[config.mk]
export PLATFORM = sky130hd
export DESIGN_NAME = qpsk_demodulator
export DESIGN_NICKNAME = d
export VERILOG_FILES = /design/src/rtl/qpsk_demodulator.sv
export SDC_FILE = /design/constraint.sdc
export NUM_CORES = 1
export LEC_CHECK = 0
export ABC_CLOCK_PERIOD_IN_PS = 2800
export BUFFER_PORTS_ARGS = -buffer_cell sky130_fd_sc_hd__buf_2
export CAP_MARGIN = 15
export CORE_MARGIN = 2
export CORE_UTILIZATION = 60
export CTS_BUF_LIST = sky130_fd_sc_hd__clkbuf_16
export DETAILED_ROUTE_END_ITERATION = 10
export PLACE_DENSITY = 0.78
export SLEW_MARGIN = 20
export SYNTH_ARGS = -nofsm -noshare
export SYNTH_HDL_FRONTEND = slang
export SYNTH_SLANG_ARGS = --single-unit
[constraint.sdc]
create_clock -name clk -period 2.8 [get_ports clk]
set_clock_uncertainty 0.1 [all_clocks]
set_input_delay 0.14 -clock clk [delete_from_list [all_inputs] [get_ports clk]]
set_output_delay 0.14 -clock clk [all_outputs]
set_load 0.05 [all_outputs]
[src/rtl/qpsk_demodulator.sv]
`default_nettype none
// +------------------------------------------------------------------------+
// | qpsk_demodulator: hard-decision QPSK symbols -> sync-framed byte FIFO   |
// | Rev 1.0 - initial release                                               |
// +------------------------------------------------------------------------+
module qpsk_demodulator #(
  parameter logic [7:0] SYNC_WORD   = 8'hA5,
  parameter int         PAYLOAD_LEN = 4,
  parameter int         DIFF_EN     = 0,
  parameter int         FIFO_DEPTH  = 4
) (
  input  logic       clk,
  input  logic       rst_n,
  input  logic       sym_valid,
  input  logic       sym_i,
  input  logic       sym_q,
  output logic [7:0] out_data,
  output logic       out_valid,
  input  logic       out_ready,
  output logic       out_first,
  output logic       locked,
  output logic       overflow
);

  localparam int             c_AW      = $clog2(FIFO_DEPTH);
  localparam logic [c_AW:0]  c_DEPTH   = (c_AW + 1)'(FIFO_DEPTH);
  localparam logic [7:0]     c_LAST    = 8'(PAYLOAD_LEN - 1);
  localparam logic [0:0]     c_ST_HUNT = 1'b0;
  localparam logic [0:0]     c_ST_LOCK = 1'b1;

  logic [0:0]      r_state;
  logic [1:0]      r_p_prev;
  logic [5:0]      r_sr;
  logic [5:0]      r_acc;
  logic [2:0]      r_hunt_cnt;
  logic [1:0]      r_sym_cnt;
  logic [7:0]      r_byte_cnt;
  logic            r_first_pend;
  logic            r_overflow;
  logic [c_AW-1:0] r_wr_ptr;
  logic [c_AW-1:0] r_rd_ptr;
  logic [c_AW:0]   r_count;
  logic [7:0]      r_mem       [FIFO_DEPTH];
  logic            r_mem_first [FIFO_DEPTH];

  logic [1:0] w_phase;
  logic [1:0] w_dibit;
  logic [7:0] w_sr_next;
  logic [2:0] w_hunt_next;
  logic [7:0] w_byte;
  logic       w_push;
  logic       w_pop;
  logic       w_full;
  logic       w_wr_en;

  // Gray map: 00->0, 01->1, 11->2, 10->3 is {i, i^q}
  assign w_phase     = {sym_i, sym_i ^ sym_q};
  assign w_dibit     = (DIFF_EN != 0) ? (w_phase - r_p_prev) : w_phase;
  assign w_sr_next   = {r_sr, w_dibit};
  assign w_hunt_next = (r_hunt_cnt == 3'd4) ? 3'd4 : r_hunt_cnt + 3'd1;
  assign w_byte      = {r_acc, w_dibit};
  assign w_push      = sym_valid && (r_state == c_ST_LOCK) && (r_sym_cnt == 2'd3);
  assign w_pop       = out_valid && out_ready;
  assign w_full      = (r_count == c_DEPTH);
  // A full FIFO still accepts a push when the head leaves in the same cycle
  assign w_wr_en     = w_push && (!w_full || w_pop);

  assign out_valid = (r_count != '0);
  assign out_data  = out_valid ? r_mem[r_rd_ptr] : 8'h00;
  assign out_first = out_valid ? r_mem_first[r_rd_ptr] : 1'b0;
  assign locked    = (r_state == c_ST_LOCK);
  assign overflow  = r_overflow;

  always_ff @(posedge clk or negedge rst_n) begin
    if (!rst_n) begin
      r_state      <= c_ST_HUNT;
      r_p_prev     <= 2'd0;
      r_sr         <= 6'd0;
      r_acc        <= 6'd0;
      r_hunt_cnt   <= 3'd0;
      r_sym_cnt    <= 2'd0;
      r_byte_cnt   <= 8'd0;
      r_first_pend <= 1'b0;
    end else if (sym_valid) begin
      r_p_prev <= w_phase;
      case (r_state)
        c_ST_HUNT: begin
          r_sr       <= w_sr_next[5:0];
          r_hunt_cnt <= w_hunt_next;
          if (w_sr_next == SYNC_WORD && w_hunt_next == 3'd4) begin
            r_state      <= c_ST_LOCK;
            r_sym_cnt    <= 2'd0;
            r_byte_cnt   <= 8'd0;
            r_first_pend <= 1'b1;
          end
        end
        default: begin
          r_acc     <= w_byte[5:0];
          r_sym_cnt <= r_sym_cnt + 2'd1;
          if (r_sym_cnt == 2'd3) begin
            r_first_pend <= 1'b0;
            r_byte_cnt   <= r_byte_cnt + 8'd1;
            if (r_byte_cnt == c_LAST) begin
              r_state    <= c_ST_HUNT;
              r_hunt_cnt <= 3'd0;
            end
          end
        end
      endcase
    end
  end

  always_ff @(posedge clk or negedge rst_n) begin
    if (!rst_n) begin
      r_wr_ptr   <= '0;
      r_rd_ptr   <= '0;
      r_count    <= '0;
      r_overflow <= 1'b0;
    end else begin
      if (w_wr_en)
        r_wr_ptr <= r_wr_ptr + 1'b1;
      if (w_pop)
        r_rd_ptr <= r_rd_ptr + 1'b1;
      if (w_push && !w_wr_en)
        r_overflow <= 1'b1;
      case ({w_wr_en, w_pop})
        2'b10:   r_count <= r_count + 1'b1;
        2'b01:   r_count <= r_count - 1'b1;
        default: r_count <= r_count;
      endcase
    end
  end

  // Storage is never read while empty, so it needs no reset
  always_ff @(posedge clk) begin
    if (w_wr_en) begin
      r_mem[r_wr_ptr]       <= w_byte;
      r_mem_first[r_wr_ptr] <= r_first_pend;
    end
  end

endmodule
`default_nettype wire
==> metrics, run 1 <==
outcome=finished clean; internal power=2.50 mW; Ports=18; PwrDens=955 nW/um^2; CTS tree=built; FF+latch area=1960 um^2; Avg Inst Size Synth=12.4 um^2; maximum VDD drop=0.712 mV; final net count=300; Die Width=78.2 um; placer's final routability congestion estimate=0.856; WS Path Type=reg2reg; Layout Utilization=0.701; part of the Yosys area used for sequential elements=0.592; initial antenna violation count=0; Hold Crit Class=in2reg; worst slew pin tran=0.780 ns; RSZ-0062 raised after global routing=false; hold_buf cts=2; CP max-delay cell=fa_1; # setup viols final=0; Worst Path Buf+Inv=0; Die Y=78.2 um; Fillers=366; row count=27; DRT iter0 DRCs=127; diode count=0; ys async rst share=0.493; Cells after Synth=267; Synth Register Bits=71; area of the multi-input gates=1210 um^2; YS warnings=0; share of cells above drive strength 1=0.166; IO buf count=17; worst rel slew slack=0.480; post-CTS setup buffer count=0; Period minus WS final=2.32 ns; Gates resized, CTS repair=0; # H-tree levels=3; top_reg_cell synth=edfxtp_1; max-cap violation count=0; Post-DRT Antenna Nets=0; drt total wl=5.70 mm; Slew Limit Fails=0; fin cells=361; vias in the first global route=2006; Critical Path AT=2.43 ns; Pleak=1.59 nW; GRT Residual Overflow=0; Pwr Total=3.62 mW; Reg power frac=0.381; CTS buffer count=9; Initial Util=0.611; Clock Power Share=0.376; Distinct cells, synth=50; total negative setup slack=0 ns; cell-by-cell listing of the critical path=ha_1 > nand3_4 > nand3_1 > fa_1 > or3_1 > a31oi_1 > nand2_1; CP top delay family=adder cells; post-route cell area=3790 um^2; Remaining DRCs=0; Logic pwr share=0.243; Root Driver=clkbuf_16; sw frac=0.308; Placed Area=3410 um^2; clk slew on worst S/H paths=0.05 ns; mapped cell area=3300 um^2; fmax=431 MHz; vias=2078; vias per inst=5.76; crit start category=flop; HPWL after DPL=3.63 mm; Setup crit end kind=flop; die area=6120 um^2; later-pin clock latency in the skew report=0.32 ns; max incr delay on CP=0.43 ns; clock buffer depth=2; Final Hold Fails=0; Syn Nets=283; Critical Path RT=2.91 ns; clock sink count=71; Post-synth EDFFs=36; Placed Cells=343; first-pass GRT wire length=9.73 mm; core region area=5410 um^2; TritonRoute pass-1 iters=4; drt wl/cell=15.8 um; Psw=1.11 mW; crit-path max FO=10; period utilisation layout=0.829; largest net degree at the start of global routing=36; Total GRT Usage=0.209; area grow syn2layout=14.7%
synthesized netlist by cell type, drive strengths merged, types with 2 or more instances:
cell type   n  area, um^2
nor2b       3        18.8
o211ai      3        27.5
or3         3        18.8
o21ai      14        70.1
mux2i       2        20.0
and2       15        93.8
clkbuf      5        18.8
a21o        2        15.0
xnor2       5        43.8
inv        15        56.3
nor4bb      2        20.0
mux4        9         203
nor3b       2        15.0
dfrtp      35         876
o31ai       5        37.5
nand2      47         184
nand4       4        25.0
and3        2        12.5
nor2        4        15.0
buf         9        61.3
ha          9         113
edfxtp     36        1080
nand2b      3        18.8
a21oi       6        33.8
nand3       6        42.5
a31oi       2        12.5
nor3        2        10.0
stage by stage:
stage	hold slack, ns	setup WS, ns
2_1_floorplan	-0.256	0.247
3_3_place_gp	0.160	0.568
3_5_place_dp	0.163	0.496
4_1_cts	0.0502	0.441
5_1_grt	0.0837	0.379
6_report	0.0549	0.479
cell families (layout without fill, tap and decap cells):
group / Yosys count / count (layout) / synth area share
buf+inv: 29 / 51 / 0.0413
flops: 71 / 71 / 0.592
mux: 12 / 12 / 0.0708
simple gates: 98 / 98 / 0.156
xor+xnor: 5 / 5 / 0.0133
fa+ha+maj: 10 / 10 / 0.0401
compound gates: 42 / 42 / 0.0863
sequential cells by signal, indices dropped and copies added, names as in the netlist:
register,flops
r_mem_first,4
r_mem,32
r_hunt_cnt,3
r_acc,6
locked,1
r_byte_cnt,8
r_wr_ptr,2
r_rd_ptr,2
r_count,3
r_first_pend,1
r_sr,6
r_sym_cnt,2
overflow,1
cell type report:
class / count / area share
Timing Repair Buffer: 20 / 0.0297
Sequential cell: 71 / 0.517
Clock inverter: 7 / 0.0360
Tap cell: 72 / 0.0238
Clock buffer: 9 / 0.0594
Inverter: 15 / 0.0149
Multi-Input combinational cell: 167 / 0.320
worst reg2reg max path: cells and delay by family, from the launching register on:
| family | cells | cell delay (ns) |
|---|---|---|
| and+or+nand+nor | 4 | 0.76 |
| AOI/OAI and AO/OA | 1 | 0.20 |
| DFF | 1 | 0.39 |
| adders and majority gates | 2 | 0.77 |
metal layers:
layer	up-vias	share of wire	global-route usage
li1	994	-	-
met2	49	0.49	0.333
met3	13	0.033	0.0356
met4	0	0.023	0.104
met1	1022	0.46	0.282
met5	-	0	0
worst paths after layout:
| path | startpoint | end | slack (ns) | depth (start not counted) |
|---|---|---|---|---|
| worst min-delay path | out_ready | r_rd_ptr[0]$_DFFE_PN0P_ | 0.05 | 3 |
| min in group asynchronous | rst_n | r_rd_ptr[1]$_DFFE_PN0P_ | 0.34 | 2 |
| worst min register to register | overflow$_DFFE_PN0P_ | overflow$_DFFE_PN0P_ | 0.37 | 1 |
| worst max-delay path | r_sym_cnt[0]$_DFFE_PN0P_ | r_count[2]$_DFFE_PN0P_ | 0.48 | 7 |
| worst max register to register | r_sym_cnt[0]$_DFFE_PN0P_ | r_count[2]$_DFFE_PN0P_ | 0.48 | 7 |
| max in group asynchronous | rst_n | r_acc[0]$_DFFE_PN0P_ | 1.77 | 2 |
placed cells by master, fill, tap and decap left out, types with 3 or more instances in the layout:
cell,netlist,layout
ha_1,9,9
clkbuf_16,0,9
edfxtp_1,36,36
mux4_2,9,9
or3_1,3,3
o21ai_0,14,14
nor2_1,4,4
dfrtp_1,35,35
nand4_1,4,4
and2_1,15,15
nand3_1,5,5
xnor2_1,5,5
nand2b_1,3,3
nor2b_1,3,3
buf_2,4,17
inv_1,15,16
a21oi_1,5,5
bufinv_16,0,4
nand2_1,46,46
o31ai_1,5,5
power groups by stage:
stage / sequential [mW] / clock, mW / combinational (mW)
2_1_floorplan: 1.30 / 0 / 0.794
3_3_place_gp: 1.39 / 0 / 0.853
3_5_place_dp: 1.40 / 0 / 0.873
4_1_cts: 1.38 / 1.38 / 0.882
5_1_grt: 1.41 / 1.41 / 0.952
6_report: 1.38 / 1.36 / 0.879
No activity file was read; power rests on OpenSTA's default activity.
==> run 2, diff against run 1 <==
- ABC_CLOCK_PERIOD_IN_PS: 2800 -> 1900
- CORE_UTILIZATION: 60 -> 54
- PLACE_DENSITY: 0.78 -> 0.75
- clock period: 2.8 -> 1.9 ns (I/O delays scaled with it)
==> run 2 against run 1 <==
Against the previous run: sequential share of layout area is 4.1 points lower; non-clock buffer count is 19 higher; flip-flop and latch count stayed put; die area is 11% higher.
==> metrics, run 2 (synthesis results as in run 1) <==
Worst setup startpoint=r_rd_ptr[0]$_DFFE_PN0P_; Hold Crit Class=in2reg; first-pass GRT wire length=10.4 mm (+6.5%); total negative setup slack=0 ns (unchanged); clock sink count=71 (unchanged); commonest non-fill, non-tap cell in the layout=nand2_1; Post-DRT Antenna Nets=0 (unchanged); hold path endpoint=r_acc[0]$_DFFE_PN0P_; clk slew on worst S/H paths=0.06 ns (about the same); vias=2171 (+4.5%); maximum VDD drop=1.23 mV (+72%); Pwr Total=5.86 mW (+62%); Hold Path Stages=3 (unchanged); later-pin clock latency in the skew report=0.33 ns (about the same); HPWL after DPL=4.07 mm (+12%); area of the multi-input gates=1290 um^2 (+6.2%); clock buffer depth=2 (unchanged); GR met2 Demand/Resource=0.357 (+0.0245); beginning of the worst hold path=sym_q; Setup crit end kind=output port; post-route cell area=4120 um^2 (+8.8%); Remaining DRCs=0 (unchanged); GRT Residual Overflow=0 (unchanged); Die Width=82.2 um (+5.1%); Critical Path RT=1.70 ns (-1.21 ns); largest net degree at the start of global routing=36 (unchanged); Root Driver=clkbuf_16; Critical Path AT=1.70 ns (-0.73 ns); placer's final routability congestion estimate=0.809 (-5.5%); Initial Util=0.558 (-0.0532); share of cells above drive strength 1=0.286 (+0.120); Worst R2R Path Depth=6 (-1); FF+latch area=1960 um^2 (+0.13%); TritonRoute pass-1 iters=4 (unchanged); max-cap violation count=0 (unchanged); DRT iter0 DRCs=107 (-16%); largest register by flop count=r_mem; RR Endpoint=r_count[1]$_DFFE_PN0P_; Slew Limit Fails=0 (unchanged); Pleak=1.73 nW (+8.9%); R2R Setup Slk=0.001 ns (-0.48 ns); Placed Cells=362 (+5.5%); post-place setup slack=-0.0229 ns (-0.519 ns); met3 Use GR=0.0424 (+0.00676); CP max-delay cell=mux4_2; Final Hold Fails=0 (unchanged); cell-by-cell listing of the critical path=buf_12 > mux4_2 > and2_4 > buf_8; Period minus WS final=1.90 ns; crit-path max FO=6 (-4); # setup viols final=0 (unchanged); IO buf count=17 (unchanged); initial antenna violation count=0 (unchanged); die area=6760 um^2 (+11%); CTS tree=built; # H-tree levels=3 (unchanged); most frequent cells in the layout=nand2_1 (46), edfxtp_1 (36), dfrtp_1 (33); max reg flops=32 (unchanged); Layout Utilization=0.696 (-0.00460); period utilisation layout=0.999; Total GRT Usage=0.211 (+0.00228); RSZ-0062 raised after global routing=true; worst rel slew slack=0.661 (+0.181); Ports=18 (unchanged); final worst setup slack=0.00139 ns (-0.478 ns); Die Y=82.2 um (+5.1%); Hold WS=0.0299 ns (-0.0249 ns); outcome=finished clean; CTS buffer count=9 (unchanged); fin cells=383 (+6.1%); Regs by FF count=r_mem (32), r_byte_cnt (8); core region area=5920 um^2 (+9.5%); crit start category=flop; row count=28 (+3.7%); diode count=0 (unchanged); GR peak layer=met2; Placed Area=3580 um^2 (+5.0%); vias in the first global route=2171 (+8.2%); drt wl/cell=16.7 um (+5.9%); vias per inst=5.67 (-1.5%); M1 GR Usage=0.269 (-0.0123); max incr delay on CP=0.51 ns (+0.08 ns); reg2reg start=r_count[2]$_DFFE_PN0P_; area grow syn2layout=24.8%; drt total wl=6.41 mm (+12%); fmax=527 MHz; final net count=319 (+6.3%); worst slew pin tran=0.508 ns (-0.272 ns); WS Path Type=reg2out; PwrDens=1420 nW/um^2 (+49%); Fillers=392 (+7.1%)
-- run 2: critical path: cells and delay by family, from the launching register on --
kind          cells  cell delay [ns]
mux               1             0.51
buf+inv           2             0.29
simple gates      1             0.16
flops             1             0.41
-- run 2: layer usage --
metal	share of wire	wire length [um]
met2	0.52	3330
met3	0.029	186
met5	0	0
met1	0.44	2810
met4	0.012	79
-- run 2: cell type report --
class / instances / share of cell area
Clock buffer: 9 / 0.0546
Clock inverter: 7 / 0.0276
Inverter: 15 / 0.0137
Multi-Input combinational cell: 167 / 0.312
Sequential cell: 71 / 0.475
Tap cell: 75 / 0.0228
Timing Repair Buffer: 39 / 0.0941
-- run 2: where the power goes --
part | internal [mW] | leakage, nW | switching (mW)
clock network | 1.27 | 0.164 | 0.620
logic | 0.991 | 0.801 | 1.00
registers | 1.77 | 0.769 | 0.196
total | 4.04 | 1.73 | 1.82
-- run 2: worst max-delay path by stage --
stage,endpoint,slack [ns],depth (start not counted)
global placement,r_count[2]$_DFFE_PN0P_,-0.0005,7
global route,r_count[1]$_DFFE_PN0P_,-0.04,6
detailed placement,r_count[2]$_DFFE_PN0P_,-0.02,7
floorplan,r_count[1]$_DFFE_PN0P_,-0.15,7
CTS,out_data[2],-0.03,4
finish,out_data[3],0.001,4
-- run 2: what timing repair did --
item / CTS / global route
buffers inserted: 1 / 1
endpoints found under the setup margin: 12 / 47
hold buffers: 2 / 0
pin swaps: 10 / 8
resized for setup: 35 / 13
cloned: 1 / 0
endpoints found under the hold margin: 39 / 0
==> run 3, diff against run 2 <==
- ABC_CLOCK_PERIOD_IN_PS: 1900 -> 2200
- CORE_UTILIZATION: 54 -> 60
- PLACE_DENSITY: 0.75 -> 0.78
- clock period: 1.9 -> 2.2 ns (I/O delays scaled with it)
==> run 3 against run 2 <==
Against the previous run: power is 28% lower; setup slack better by 0.13 ns; die area is 9.5% lower; largest cell class unchanged.
==> metrics, run 3 (synthesis results as in run 1) <==
outcome=finished clean; post-place setup slack=0.0820 ns (+0.105 ns); die area=6120 um^2 (-9.5%); beginning of the worst hold path=out_ready; Hold Path Stages=3 (unchanged); WS Path Type=reg2reg; Period minus WS final=2.07 ns; total negative setup slack=0 ns (unchanged); Total GRT Usage=0.213 (+0.00212); max incr delay on CP=0.39 ns (-0.12 ns); row count=27 (-3.6%); PwrDens=1120 nW/um^2 (-21%); largest net degree at the start of global routing=36 (unchanged); Critical Path AT=2.18 ns (+0.48 ns); Layout Utilization=0.700 (+0.00391); crit-path max FO=3 (-3); vias per inst=5.70 (+0.48%); Fillers=371 (-5.4%); fmax=484 MHz; placer's final routability congestion estimate=0.826 (+2.2%); final worst setup slack=0.135 ns (+0.134 ns); Critical Path RT=2.31 ns (+0.61 ns); Worst R2R Path Depth=7 (+1); Pwr Total=4.23 mW (-28%); worst slew pin tran=0.788 ns (+0.280 ns); Worst Path Buf+Inv=0 (-2); drt total wl=5.87 mm (-8.4%); # H-tree levels=3 (unchanged); CTS tree=built; Setup crit end kind=flop; cell-by-cell listing of the critical path=ha_1 > nand3_4 > nand3_1 > fa_2 > or3_1 > a31oi_1 > nand2_1; Slew Limit Fails=0 (unchanged); Ports=18 (unchanged); # setup viols final=0 (unchanged); TritonRoute pass-1 iters=4 (unchanged); Worst setup startpoint=r_sym_cnt[0]$_DFFE_PN0P_; CTS buffer count=9 (unchanged); Pleak=1.60 nW (-7.7%); drt wl/cell=15.8 um (-5.4%); RR Endpoint=r_count[2]$_DFFE_PN0P_; period utilisation layout=0.939; CP max-delay cell=dfrtp_1; final net count=310 (-2.8%); clock sink count=71 (unchanged); share of cells above drive strength 1=0.207 (-0.0784); Regs by FF count=r_mem (32), r_byte_cnt (8); most frequent cells in the layout=nand2_1 (46), edfxtp_1 (36), dfrtp_1 (34); initial antenna violation count=0 (unchanged); clock buffer depth=2 (unchanged); Hold Crit Class=in2reg; commonest non-fill, non-tap cell in the layout=nand2_1; vias in the first global route=2113 (-2.7%); later-pin clock latency in the skew report=0.33 ns (about the same); R2R Setup Slk=0.13 ns (+0.13 ns); Placed Cells=352 (-2.8%); max-cap violation count=0 (unchanged); fin cells=371 (-3.1%); core region area=5410 um^2 (-8.7%); largest register by flop count=r_mem; area grow syn2layout=14.5%; IO buf count=17 (unchanged); Final Hold Fails=0 (unchanged); Die Width=78.2 um (-4.9%); HPWL after DPL=3.97 mm (-2.5%); maximum VDD drop=0.819 mV (-33%); RSZ-0062 raised after global routing=false; Die Y=78.2 um (-4.9%); Post-DRT Antenna Nets=0 (unchanged); DRT iter0 DRCs=135 (+26%); GRT Residual Overflow=0 (unchanged); first-pass GRT wire length=9.83 mm (-5.1%); worst rel slew slack=0.475 (-0.187); Remaining DRCs=0 (unchanged); vias=2113 (-2.7%); max reg flops=32 (unchanged); crit start category=flop; hold path endpoint=r_rd_ptr[0]$_DFFE_PN0P_; Initial Util=0.611 (+0.0532); diode count=0 (unchanged); reg2reg start=r_sym_cnt[0]$_DFFE_PN0P_; clk slew on worst S/H paths=0.06 ns (about the same); CP top delay family=simple AND/OR/NAND/NOR gates; Root Driver=clkbuf_16
run 3: cell types whose count changed in the layout (fill, tap and decap cells not counted), sizes merged:
cell / delta
clkbuf: -1
clkinv: +2
buf: -8
bufinv: -3
inv: +1
run 3: what timing repair did:
| item | 4_1_cts | 5_1_grt |
|---|---|---|
| setup endpoints to repair | 0 | 28 |
| setup buffers | 0 | 1 |
| resized for setup | 0 | 4 |
| hold buffers | 2 | 0 |
| hold endpoints to repair | 39 | 0 |
run 3: power breakdown:
part | switching (mW) | total [mW] | leakage (nW) | internal (mW)
logic | 0.745 | 1.23 | 0.695 | 0.485
clock network | 0.536 | 1.30 | 0.135 | 0.763
registers | 0.168 | 1.70 | 0.770 | 1.53
run 3: worst register-to-register path, stage by stage (launching register included):
cell	delay [ns]
dfrtp_1	0.39
ha_1	0.25
nand3_4	0.09
nand3_1	0.11
fa_2	0.37
or3_1	0.37
a31oi_1	0.18
nand2_1	0.08
run 3: through the flow:
step                      hold slack, ns  cell area, um^2
after floorplan                   -0.286             3310
after global placement             0.125             3480
after detailed placement           0.131             3480
after CTS                        0.00958             3770
after global routing              0.0499             3780
final                             0.0208             3780
run 3: cell type report:
type                    count  area, um^2  area share
inverters                  15        56.3      0.0149
flip-flops and latches     71        1960       0.517
well taps                  72        90.1      0.0238
clock inverters             7        50.0      0.0132
repair buffers             30         188      0.0496
multi-input cells         167        1220       0.322
clock buffers               9         225      0.0595
run 3: per-layer routing:
layer	share of wire	wire, um	up-vias	global-route usage
met2	0.49	2900	47	0.346
met3	0.033	194	15	0.0483
met5	0	0	-	0
met1	0.45	2640	1036	0.276
li1	-	-	1015	-
met4	0.024	142	0	0.100
run 3: worst max path at each step:
| stage | endpoint | slack (ns) | cells past startpoint |
|---|---|---|---|
| finish | r_count[2]$_DFFE_PN0P_ | 0.13 | 7 |
| global route | r_count[1]$_DFFE_PN0P_ | 0.008 | 6 |
| CTS | r_count[2]$_DFFE_PN0P_ | 0.06 | 7 |
| detailed placement | r_mem[3][2]$_DFFE_PP_ | 0.08 | 5 |
| global placement | r_mem[3][1]$_DFFE_PP_ | 0.17 | 5 |
| floorplan | r_count[1]$_DFFE_PN0P_ | 0.04 | 7 |
